==> src/rtl/uart_tx_arbiter.sv <==
// Message-granular round-robin arbiter sharing the UART TX FIFO write port
// between NUM_REQ byte producers, with a hold timeout for stalled owners.
`timescale 1ns/1ps

module uart_tx_arbiter #(
    parameter int NUM_REQ      = 2,
    parameter int HOLD_TIMEOUT = 1024
) (
    input  logic                   clk,
    input  logic                   rst,
    input  logic [NUM_REQ-1:0]     req_valid,
    input  logic [8*NUM_REQ-1:0]   req_data,
    input  logic [NUM_REQ-1:0]     req_last,
    output logic [NUM_REQ-1:0]     req_ready,
    input  logic                   fifo_full,
    output logic                   uart_fifo_write_en,
    output logic [7:0]             uart_fifo_data,
    output logic                   grant_valid,
    output logic [2:0]             grant_id,
    output logic                   timeout_pulse,
    output logic [15:0]            tx_count
);

    localparam int HW = ($clog2(HOLD_TIMEOUT + 1) < 1) ? 1 : $clog2(HOLD_TIMEOUT + 1);
    localparam logic [HW-1:0] HOLD_LAST = HW'(HOLD_TIMEOUT - 1);

    typedef enum logic {IDLE, LOCKED} state_t;

    state_t          state, state_nxt;
    logic [2:0]      owner, rr_last, pick;
    logic [HW-1:0]   hold_cnt;
    logic [7:0]      valid8, last8;
    logic [63:0]     data64;
    logic            own_valid, own_last, xfer, timeout_fire;
    logic [7:0]      own_data;

    // First valid requester after rr_last, wrapping at NUM_REQ.
    function automatic logic [2:0] rr_pick(input logic [7:0] valid, input logic [2:0] last);
        logic [2:0] sel;
        logic [2:0] cand;
        logic       found;
        sel   = '0;
        found = 1'b0;
        for (int k = 1; k <= NUM_REQ; k++) begin
            cand = 3'((int'(last) + k) % NUM_REQ);
            if (!found && valid[cand]) begin
                sel   = cand;
                found = 1'b1;
            end
        end
        return sel;
    endfunction

    assign valid8    = 8'(req_valid);
    assign last8     = 8'(req_last);
    assign data64    = 64'(req_data);
    assign pick      = rr_pick(valid8, rr_last);
    assign own_valid = valid8[owner];
    assign own_last  = last8[owner];
    assign own_data  = data64[{owner, 3'b000} +: 8];
    assign xfer      = (state == LOCKED) && own_valid && !fifo_full;

    // Backpressure (owner valid, FIFO full) never counts toward the timeout.
    assign timeout_fire = (HOLD_TIMEOUT != 0) && (state == LOCKED) && !own_valid
                          && (hold_cnt == HOLD_LAST);

    always_ff @(posedge clk or negedge rst) begin
        if (!rst) begin
            state <= IDLE;
        end else begin
            state <= state_nxt;
        end
    end

    always_comb begin
        state_nxt = state;
        case (state)
            IDLE:    if (|req_valid) state_nxt = LOCKED;
            LOCKED:  if ((xfer && own_last) || timeout_fire) state_nxt = IDLE;
            default: state_nxt = IDLE;
        endcase
    end

    always_comb begin
        req_ready          = '0;
        grant_valid        = 1'b0;
        grant_id           = 3'd0;
        uart_fifo_write_en = 1'b0;
        uart_fifo_data     = 8'd0;
        if (state == LOCKED) begin
            grant_valid        = 1'b1;
            grant_id           = owner;
            uart_fifo_write_en = xfer;
            uart_fifo_data     = own_data;
            for (int i = 0; i < NUM_REQ; i++) begin
                req_ready[i] = (owner == 3'(i)) && own_valid && !fifo_full;
            end
        end
    end

    always_ff @(posedge clk or negedge rst) begin
        if (!rst) begin
            owner         <= 3'd0;
            rr_last       <= 3'(NUM_REQ - 1);
            hold_cnt      <= '0;
            tx_count      <= 16'd0;
            timeout_pulse <= 1'b0;
        end else begin
            timeout_pulse <= timeout_fire;
            if (xfer) tx_count <= tx_count + 16'd1;
            if (state == IDLE) begin
                if (|req_valid) begin
                    owner    <= pick;
                    hold_cnt <= '0;
                end
            end else if (xfer) begin
                hold_cnt <= '0;
                if (own_last) rr_last <= owner;
            end else if (!own_valid) begin
                if (timeout_fire) begin
                    rr_last  <= owner;
                    hold_cnt <= '0;
                end else begin
                    hold_cnt <= hold_cnt + HW'(1);
                end
            end
        end
    end

endmodule

==> config.mk <==
export PLATFORM = sky130hd
export DESIGN_NAME = uart_tx_arbiter
export DESIGN_NICKNAME = d
export VERILOG_FILES = /design/src/rtl/uart_tx_arbiter.sv
export SDC_FILE = /design/constraint.sdc
export NUM_CORES = 1
export LEC_CHECK = 0
export CORE_ASPECT_RATIO = 0.8
export CORE_MARGIN = 2
export CORE_UTILIZATION = 30
export CTS_BUF_LIST = sky130_fd_sc_hd__clkbuf_8
export CTS_CLUSTER_DIAMETER = 60
export DETAILED_ROUTE_END_ITERATION = 12
export DONT_BUFFER_PORTS = 1
export PLACE_DENSITY = 0.54
export SLEW_MARGIN = 20
export SYNTH_ARGS = -nofsm -noshare
export SYNTH_HDL_FRONTEND = slang
export SYNTH_SLANG_ARGS = --single-unit
==> constraint.sdc <==
create_clock -name clk -period 1.96 [get_ports clk]
set_input_delay 0.098 -clock clk [delete_from_list [all_inputs] [get_ports clk]]
set_output_delay 0.098 -clock clk [all_outputs]
set_load 0.03 [all_outputs]
==> results of run 1 <==
==> power by group through the flow <==
stage	logic [mW]	clock network [mW]	registers (mW)
after floorplan	0.707	0	0.985
after global placement	1.10	0	0.872
after detailed placement	1.12	0	0.883
after CTS	1.16	0.672	0.870
after global routing	1.24	0.712	0.890
final	1.15	0.652	0.874
==> how the worst max path moves through the flow <==
| stage | start | slack (ns) | cells after the start | end |
|---|---|---|---|---|
| 2_1_floorplan | state$_DFF_PN0_ | 0.18 | 3 | req_ready[0] |
| 3_3_place_gp | hold_cnt[3]$_DFFE_PN0P_ | 0.34 | 4 | hold_cnt[4]$_DFFE_PN0P_ |
| 3_5_place_dp | owner[0]$_DFFE_PN0P_ | 0.25 | 5 | rr_last[0]$_DFFE_PN1P_ |
| 4_1_cts | owner[0]$_DFFE_PN0P_ | 0.24 | 5 | rr_last[0]$_DFFE_PN1P_ |
| 5_1_grt | state$_DFF_PN0_ | 0.11 | 4 | owner[0]$_DFFE_PN0P_ |
| 6_report | state$_DFF_PN0_ | 0.23 | 4 | owner[0]$_DFFE_PN0P_ |
==> placed cells by master (no fill, tap or decap), types with 3 or more instances in the layout <==
| cell | n |
|---|---|
| buf_4 | 21 |
| dlygate4sd3_1 | 3 |
| or3_1 | 3 |
| o31ai_1 | 3 |
| nand2_1 | 9 |
| xnor2_1 | 10 |
| nand3_1 | 7 |
| or4_1 | 3 |
| dfrtp_1 | 30 |
| mux2_2 | 3 |
| o211ai_1 | 3 |
| a21oi_1 | 5 |
| nor2_1 | 13 |
| clkbuf_8 | 6 |
| mux2i_1 | 8 |
| nand4_1 | 5 |
| xor2_1 | 8 |
==> layer usage <==
metal	track usage, %	share of wire (%)	vias to the layer above
met5	0	0	-
met4	4.88	1.7	0
met3	6.94	7.4	8
met2	20.1	47	48
met1	15.4	44	628
li1	-	-	622
==> worst max-delay path: cells and delay by family, from the launching register on <==
family                 cells  cell delay, ns
DFF                        1            0.53
buffers and inverters      2            0.82
AOI/OAI and AO/OA          2            0.25
==> stage by stage <==
step / instance area [µm²] / worst slack, ns / hold slack [ns]
finish: 2100 / 0.232 / 0.0539
global route: 2100 / 0.114 / 0.0469
CTS: 2100 / 0.245 / 0.0487
detailed placement: 1930 / 0.247 / -0.197
global placement: 1930 / 0.336 / -0.197
floorplan: 1730 / 0.184 / -0.198
==> flip-flops by register name, summed over array words and instances (netlist names) <==
| name | cells |
|---|---|
| tx_count | 16 |
| hold_cnt | 11 |
| owner | 1 |
| rr_last | 1 |
| state | 1 |
| timeout_pulse | 1 |
==> cell families (layout without fill, tap and decap cells) <==
| group | Yosys count | count (layout) | synth area share, % |
|---|---|---|---|
| AND/OR/NAND/NOR | 63 | 63 | 23.4 |
| flip-flops | 31 | 31 | 44.9 |
| AO/OA/AOI/OAI | 21 | 21 | 8.61 |
| XOR/XNOR | 18 | 18 | 9.12 |
| multiplexers | 14 | 14 | 8.90 |
| buffers and inverters | 9 | 34 | 3.40 |
| adder cells (fa/ha/maj) | 2 | 2 | 1.45 |
| other | 1 | 2 | 0.217 |
==> cell type report <==
type | instances | area share, %
clock buffer | 6 | 3.93
clock inverter | 2 | 1.67
inverter | 1 | 0.179
multi-input combinational | 120 | 42.7
sequential | 31 | 37.0
tap | 78 | 4.65
timing repair buffer | 25 | 9.89
==> impl_results.md, run 1 <==
* Max-slew violation count at 0
* Synth Instances at 159
* Largest net degree at the start of global routing at 32
* Synth top area share at 43.4%
* DR DRC count at 0
* DIE AREA at 6390 µm²
* Yosys reg bits at 31
* Final hold viol count at 0
* Internal at 1.61 mW
* DR vias at 1306
* CTS tree: built
* Final core occ at 38.2%
* Slowest CP cell: dlygate4sd3_1
* P&R area growth vs syn at 21.5%
* Core region area at 5500 µm²
* Cells after DPL at 251
* Reg2Reg Launch Point: state$_DFF_PN0_
* Die width at 88.9 µm
* Final Non-Filler Cells at 263
* First-pass GRT wire length at 6.35 mm
* Footprint of the multi-input gates at 897 µm²
* Min-Delay Endpoint: hold_cnt[6]$_DFFE_PN0P_
* H-tree levels at 2
* I/O Pins at 55
* Initial antenna violation count at 0
* Clock share of power at 24.4%
* Hold Path Stages at 2
* Period utilization at 88.2%
* Synth Flop Type: dfrtp_1
* Wire length per cell at 14.7 µm
* HP Class: input port to flop
* Worst Clk Skew at 0.00825 ns
* Worst-path cell chain: inv_1 > a21oi_1 > a31oi_1 > dlygate4sd3_1
* Clk_lat worst skew at 0.28 ns
* Filler instances at 559
* Root buffer cell: clkbuf_8
* Final setup fails at 0
* CP startpoint kind: flop
* DRT Pass-1 Iters at 4
* Seq/Total Area, Yosys at 44.9%
* RSZ-0062 raised after global routing: false
* # rows at 24
* Switching power at 1.06 mW
* Ys async rst share at 100%
* Worst EP required at 2.12 ns
* R2R setup slack at 0.23 ns
* Post-route ant nets at 0
* Critical Path Fanout Max at 11
* Resize count post-CTS at 0
* Setup TNS at 0 ns
* Top cells by area, synth: dfrtp_1 (43%), xnor2_1 (5.1%), mux2i_1 (4.6%)
* DPL Wire Length at 2.84 mm
* Number of port buffers at 0
* N_diodes at 0
* Storage cell area at 777 µm²
* Fmax at 579 MHz
* Reg-to-reg endpoint: owner[0]$_DFFE_PN0P_
* Share of layout cells above drive strength 1 at 25.4%
* CTS Buf Count at 5
* Yosys top cell by area: dfrtp_1
* Netlist Area Pre-Place at 1730 µm²
* Initial core utilization at 31.5%
* Hold buffers post-CTS at 4
* Syn Area/Cell at 10.9 µm²
* Overall routing resource usage at 13.0%
* Worst path arrival time at 1.89 ns
* PwrDens at 1270 nW/µm²
* Dominant cell by count in the synthesized netlist: dfrtp_1
* Total power at 2.67 mW
* Number of distinct library cells after synthesis at 47
* Sw Ratio at 39.6%
* DIE HEIGHT at 71.9 µm
* Type of the worst setup path: flop to flop
* Clock Pin Slew Worst Setup and Hold Paths at 0.07 ns
* P_leak at 0.928 nW
* Vias in the first global route at 1345
* Final WL at 3.88 mm
* # Post-CTS Setup Buffers at 0
* Max VDD drop at 0.630 mV
* Post-route minimum period at 1.73 ns
* Final net count at 209
* Commonest cells post-synth: dfrtp_1 (30), nor2_1 (13), xnor2_1 (10)
* Post-synth EDFFs at 0
* R2R depth at 4
* Placer Congestion at 0.776
* Seq pwr share at 32.7%
* Clk buf depth at 2
* Initial DRC Count at 59
* Worst Setup End Kind: flop
* TritonCTS Sinks at 31
* Worst Hold Launch: fifo_full
* Logic pwr share at 42.9%
* Drt via density at 4.97
* Status: finished clean
* Grt total ovfl at 0
* Synth warn at 0
* Max incr delay on CP at 0.57 ns
* Max_cap viols at 0
Note: power is estimated with default switching activity, not from simulation.
==> run 2, diff against run 1 <==
SETUP_SLACK_MARGIN = 0.4   (was default)
==> run 2 against run 1 <==
Core utilization grew 2.2 points. Non-clock buffer count fell by 4. Global-route usage decreased by 0.32 points. Clock power is 2% higher. Via count is 1.1% higher. Sequential share of layout area decreased by 1.5 points.
==> impl_results.md, run 2 (synthesis gave the netlist of run 1 again) <==
* Initial DRC Count at 46
* First-pass GRT wire length at 6.34 mm
* Worst Hold Launch: fifo_full
* DIE AREA at 6390 µm²
* Wire length per cell at 15.1 µm
* N_diodes at 0
* Worst path arrival time at 1.84 ns
* P_leak at 0.935 nW
* Cell area after layout at 2220 µm²
* I/O Pins at 55
* Clock Pin Slew Worst Setup and Hold Paths at 0.07 ns
* Final setup fails at 0
* Fmax at 602 MHz
* Critical path startpoint: owner[0]$_DFFE_PN0P_
* CP startpoint kind: flop
* Number of port buffers at 0
* Seq pwr share at 34.0%
* HP Class: input port to flop
* Period utilization at 84.7%
* Placer Congestion at 0.859
* Vias in the first global route at 1325
* CTS tree: built
* Worst Setup End Kind: flop
* Clock share of power at 24.4%
* DRT Pass-1 Iters at 5
* Worst EP required at 2.13 ns
* Core region area at 5500 µm²
* Initial core utilization at 31.5%
* Status: finished clean
* Drt via density at 5.10
* Max_cap viols at 0
* Post-route minimum period at 1.66 ns
* DR vias at 1320
* Worst setup margin at 0.299 ns
* Setup TNS at 0 ns
* Die width at 88.9 µm
* Worst Clk Skew at 0.00614 ns
* Internal at 1.62 mW
* Critical Path Fanout Max at 6
* Post-DP Area at 1860 µm²
* Switching power at 1.10 mW
* # rows at 24
* Type of the worst setup path: flop to flop
* Top Registers: tx_count x16, hold_cnt x11
* Root buffer cell: clkbuf_8
* Max-slew violation count at 0
* Grt total ovfl at 0
* Max VDD drop at 0.346 mV
* Commonest non-fill, non-tap cell in the layout: dfrtp_1
* Place WS at 0.304 ns
* Share of layout cells above drive strength 1 at 40.3%
* RSZ-0062 raised after global routing: true
* DIE HEIGHT at 71.9 µm
* Largest net degree at the start of global routing at 32
* Overall routing resource usage at 12.7%
* Final WL at 3.92 mm
* CTS Buf Count at 5
* Final hold viol count at 0
* Clk buf depth at 2
* Reg2Reg Launch Point: owner[0]$_DFFE_PN0P_
* P&R area growth vs syn at 28.4%
* DR DRC count at 0
* Largest register FFs at 16
* Sw Ratio at 40.5%
* Biggest register: tx_count
* Post-route ant nets at 0
* Fin Hold WS at 0.0412 ns
* Commonest non-fill, non-tap cells in the layout: dfrtp_1 (21), buf_4 (12), nor2_2 (10), xnor2_1 (10), dfrtp_2 (9)
* DPL Wire Length at 2.68 mm
* Logic pwr share at 41.6%
* Initial antenna violation count at 0
* Final net count at 205
* PwrDens at 1230 nW/µm²
* Clk_lat worst skew at 0.29 ns
* H-tree levels at 2
* TritonCTS Sinks at 31
==> run 2: stage by stage <==
stage	utilization [%]	std cells	power, mW
final	40.4	259	2.72
after global routing	40.4	259	2.88
after CTS	39.3	256	2.70
after detailed placement	33.8	238	1.88
after global placement	33.8	238	1.85
after floorplan	-	160	1.72
==> run 2: metal layers <==
metal / GRT usage [%] / up-vias / routed length, µm
li1: - / 615 / -
met1: 15.7 / 658 / 1720
met2: 20.4 / 39 / 1950
met3: 4.55 / 8 / 201
met4: 4.88 / 0 / 61
met5: 0 / - / 0
==> run 2: final timing paths <==
check | endpoint | slack (ns) | cells past startpoint
hold reg to reg | hold_cnt[10]$_DFFE_PN0P_ | 0.54 | 1
setup / recovery | hold_cnt[4]$_DFFE_PN0P_ | 0.30 | 5
setup reg to reg | hold_cnt[4]$_DFFE_PN0P_ | 0.30 | 5
max in group asynchronous | rr_last[0]$_DFFE_PN1P_ | 1.46 | 2
hold / removal | hold_cnt[2]$_DFFE_PN0P_ | 0.04 | 2
min in group asynchronous | tx_count[4]$_DFFE_PN0P_ | 0.26 | 2
==> run 2: cell type report <==
type | instances | area, µm²
tap | 78 | 97.6
clock buffer | 6 | 82.6
inverter | 1 | 3.75
multi-input combinational | 120 | 1000
timing repair buffer | 21 | 209
fill | 521 | 3280
sequential | 31 | 788
clock inverter | 2 | 35.0
==> run 2: what timing repair did <==
| action | in CTS | in global routing |
|---|---|---|
| buffers inserted | 6 | 3 |
| hold endpoints to repair | 32 | 0 |
| resized for setup | 22 | 8 |
| hold buffers | 4 | 0 |
| pin swaps | 4 | 9 |
| endpoints found under the setup margin | 26 | 32 |
==> run 2: worst max-delay path, stage by stage (launching register included) <==
cell and delay, ns:
dfrtp_2 0.45, mux2_4 0.33, nor4_4 0.35, buf_4 0.18
or2_4 0.17, nor2_1 0.06
==> run 2: power by group through the flow <==
stage / Clock, mW / Combinational [mW] / Sequential, mW
finish: 0.663 / 1.13 / 0.926
global route: 0.715 / 1.21 / 0.947
global placement: 0 / 0.929 / 0.926
CTS: 0.677 / 1.10 / 0.924
detailed placement: 0 / 0.946 / 0.930
floorplan: 0 / 0.720 / 0.997
==> run 3, diff against run 2 <==
ABC_AREA = 1   (was default)
PLACE_DENSITY = 0.55   (was 0.54)
clock period = 1.35 ns   (was 1.96 ns; I/O delays follow)
==> run 3 against run 2 <==
Critical path type unchanged. Worst setup slack lost 0.34 ns. Area after synthesis grew 9.6%. Clock skew grew 0.0054 ns. The flow now finishes with violations (negative hold slack, negative setup slack). Die area grew 9.1%.
==> impl_results.md, run 3 <==
* TritonCTS Sinks at 31
* Total power at 5.06 mW
* N_diodes at 0
* Vias in the first global route at 1817
* Synth top area share at 39.6%
* Clk buf depth at 2
* I/O Pins at 55
* Initial DRC Count at 73
* Final WL at 5.38 mm
* DRT Pass-1 Iters at 4
* Worst Hold Launch: req_valid[1]
* Initial core utilization at 31.5%
* Root buffer cell: clkbuf_8
* Largest register FFs at 16
* Ys async rst share at 100%
* H-tree levels at 2
* Core region area at 6010 µm²
* Post-route minimum period at 1.39 ns
* R2R setup slack at -0.04 ns
* Max-slew violation count at 0
* Commonest cells post-synth: nand2_1 (76), nor2_1 (49), dfrtp_1 (30)
* Commonest non-fill, non-tap cell in the layout: nand2_1
* Worst Clk Skew at 0.0115 ns
* Critical path startpoint: owner[0]$_DFFE_PN0P_
* Type of the worst setup path: flop to flop
* P&R area growth vs syn at 64.8%
* Largest net degree at the start of global routing at 32
* Met3 WL at 271 µm
* Initial antenna violation count at 0
* # rows at 25
* CTS Buf Count at 5
* P_leak at 1.48 nW
* Commonest non-fill, non-tap cells in the layout: nand2_1 (65), buf_6 (30), nor2_1 (24), buf_4 (24), inv_1 (23)
* Yosys top cell by area: dfrtp_1
* Seq pwr share at 26.4%
* Top Registers: tx_count x16, hold_cnt x11
* Placer Congestion at 0.815
* Clk_lat worst skew at 0.28 ns
* Synth warn at 0
* Post-route ant nets at 0
* Number of distinct library cells after synthesis at 25
* Synth Flop Type: dfrtp_1
* Dominant cell by count in the synthesized netlist: nand2_1
* Die width at 92.8 µm
* Drt via density at 4.52
* Internal at 2.77 mW
* DIE HEIGHT at 75.1 µm
* Worst EP required at 1.52 ns
* Status: complete, but fails checks
* RSZ-0062 raised after global routing: true
* Clock Pin Slew Worst Setup and Hold Paths at 0.07 ns
* Post-synth EDFFs at 0
* DR DRC count at 0
* PwrDens at 1620 nW/µm²
* Clock share of power at 15.0%
* First-pass GRT wire length at 8.58 mm
* Min-Delay Endpoint: owner[0]$_DFFE_PN0P_
* Sw Ratio at 45.2%
* HP Class: input port to flop
* Biggest register: tx_count
* Yosys reg bits at 31
* Failing checks: negative hold slack, negative setup slack
* Worst path arrival time at 1.56 ns
* DR WL met2 at 2.51 mm
* Period utilization at 103%
* Netlist Area Pre-Place at 1890 µm²
* Critical Path Fanout Max at 6
* WL met1 at 2.57 mm
* Logic pwr share at 58.6%
* Seq/Total Area, Yosys at 41.0%
* R2R depth at 7
* Final setup fails at 8
* Syn Area/Cell at 7.15 µm²
* Max VDD drop at 0.539 mV
* Top cells by area, synth: dfrtp_1 (40%), nand2_1 (15%), nor2_1 (9.7%)
* Final net count at 355
* Grt total ovfl at 0
* CP startpoint kind: flop
* CTS tree: built
* Synth Instances at 265
* Reg2Reg Launch Point: owner[0]$_DFFE_PN0P_
* Share of layout cells above drive strength 1 at 49.5%
* Final hold viol count at 1
* Overall routing resource usage at 15.7%
* Hold Path Stages at 3
* Wire length per cell at 13.1 µm
* Fin Hold WS at -0.0158 ns
* Worst setup margin at -0.0437 ns
* Number of port buffers at 0
* Switching power at 2.28 mW
* Fmax at 718 MHz
* Max layer used: met4
* DR vias at 1862
* Worst Setup End Kind: flop
* DIE AREA at 6970 µm²
* Reg-to-reg endpoint: tx_count[11]$_DFFE_PN0P_
* DPL Wire Length at 3.74 mm
* Max_cap viols at 0
* Place WS at -0.0317 ns
[run 3: changes by cell type after synthesis, moves of 4 or more]
| cell | previous run | this run |
|---|---|---|
| nand2_1 | 9 | 76 |
| inv_1 | 1 | 28 |
| xor2_1 | 8 | 12 |
| mux2i_1 | 8 | 0 |
| xnor2_1 | 10 | 1 |
| nor2_1 | 13 | 49 |
| o21ai_0 | 2 | 15 |
| inv_2 | 0 | 4 |
| nand3_1 | 7 | 15 |
| nand2_4 | 0 | 4 |
[run 3: power by group through the flow]
| stage | Clock (mW) | Sequential (mW) | Combinational [mW] |
|---|---|---|---|
| after floorplan | 0 | 1.48 | 1.43 |
| after CTS | 0.788 | 1.31 | 2.62 |
| after global placement | 0 | 1.30 | 2.17 |
| after detailed placement | 0 | 1.30 | 2.17 |
| after global routing | 0.830 | 1.36 | 3.16 |
| final | 0.760 | 1.34 | 2.96 |
[run 3: layout make-up]
| cell class | count | area [µm²] |
|---|---|---|
| clock buffers | 6 | 82.6 |
| clock inverters | 2 | 8.76 |
| fillers | 570 | 2880 |
| inverters | 32 | 138 |
| multi-input cells | 198 | 1360 |
| flip-flops and latches | 31 | 795 |
| well taps | 81 | 101 |
| repair buffers | 62 | 638 |
[run 3: what timing repair did]
action / CTS / global route
cloned: 0 / 2
setup endpoints to repair: 49 / 55
gates resized for setup: 59 / 38
endpoints found under the hold margin: 33 / 0
setup buffers: 11 / 7
pin swaps: 22 / 18
hold buffers: 4 / 0
[run 3: cell families (layout without fill, tap and decap cells)]
kind of cell / count (synthesis) / in the layout / synth area share (%)
other: 1 / 2 / 0.198
AND/OR/NAND/NOR: 159 / 159 / 36.7
adder cells (fa/ha/maj): 2 / 2 / 1.32
XOR/XNOR: 13 / 13 / 6.01
AO/OA/AOI/OAI: 22 / 22 / 6.67
buffers and inverters: 37 / 102 / 8.12
flip-flops: 31 / 31 / 41.0
[run 3: critical path, cell delays in order, from the launching register on]
cell	delay (ns)
dfrtp_2	0.46
inv_4	0.09
nand2_4	0.06
nand2_8	0.11
nand2_8	0.09
nor2_4	0.20
nand3_2	0.11
xor2_1	0.15
[run 3: worst max-delay path by stage]
stage                                           to  slack (ns)
after floorplan           tx_count[10]$_DFFE_PN0P_      -0.004
after CTS                  hold_cnt[5]$_DFFE_PN0P_       -0.02
after global placement    tx_count[10]$_DFFE_PN0P_        0.01
final                     tx_count[11]$_DFFE_PN0P_       -0.04
after detailed placement  tx_count[10]$_DFFE_PN0P_       -0.03
after global routing      tx_count[14]$_DFFE_PN0P_       -0.11
[run 3: through the flow]
step	utilization, %	setup TNS [ns]	instances	instance area [µm²]	hold WS (ns)
2_1_floorplan	-	-0.00388	266	2110	-0.228
3_5_place_dp	40.7	-0.0443	380	2440	-0.228
4_1_cts	48.0	-0.120	403	2880	0.0369
6_report	52.0	-0.168	412	3120	-0.0158
3_3_place_gp	40.7	0	380	2440	-0.228
5_1_grt	52.0	-1.55	412	3120	0.0136
[run 3: layer usage]
layer  vias up  GRT usage [%]
li1        948              -
met2        48           25.4
met3         2           3.50
met5         -              0
met1       864           21.6
met4         0           3.92
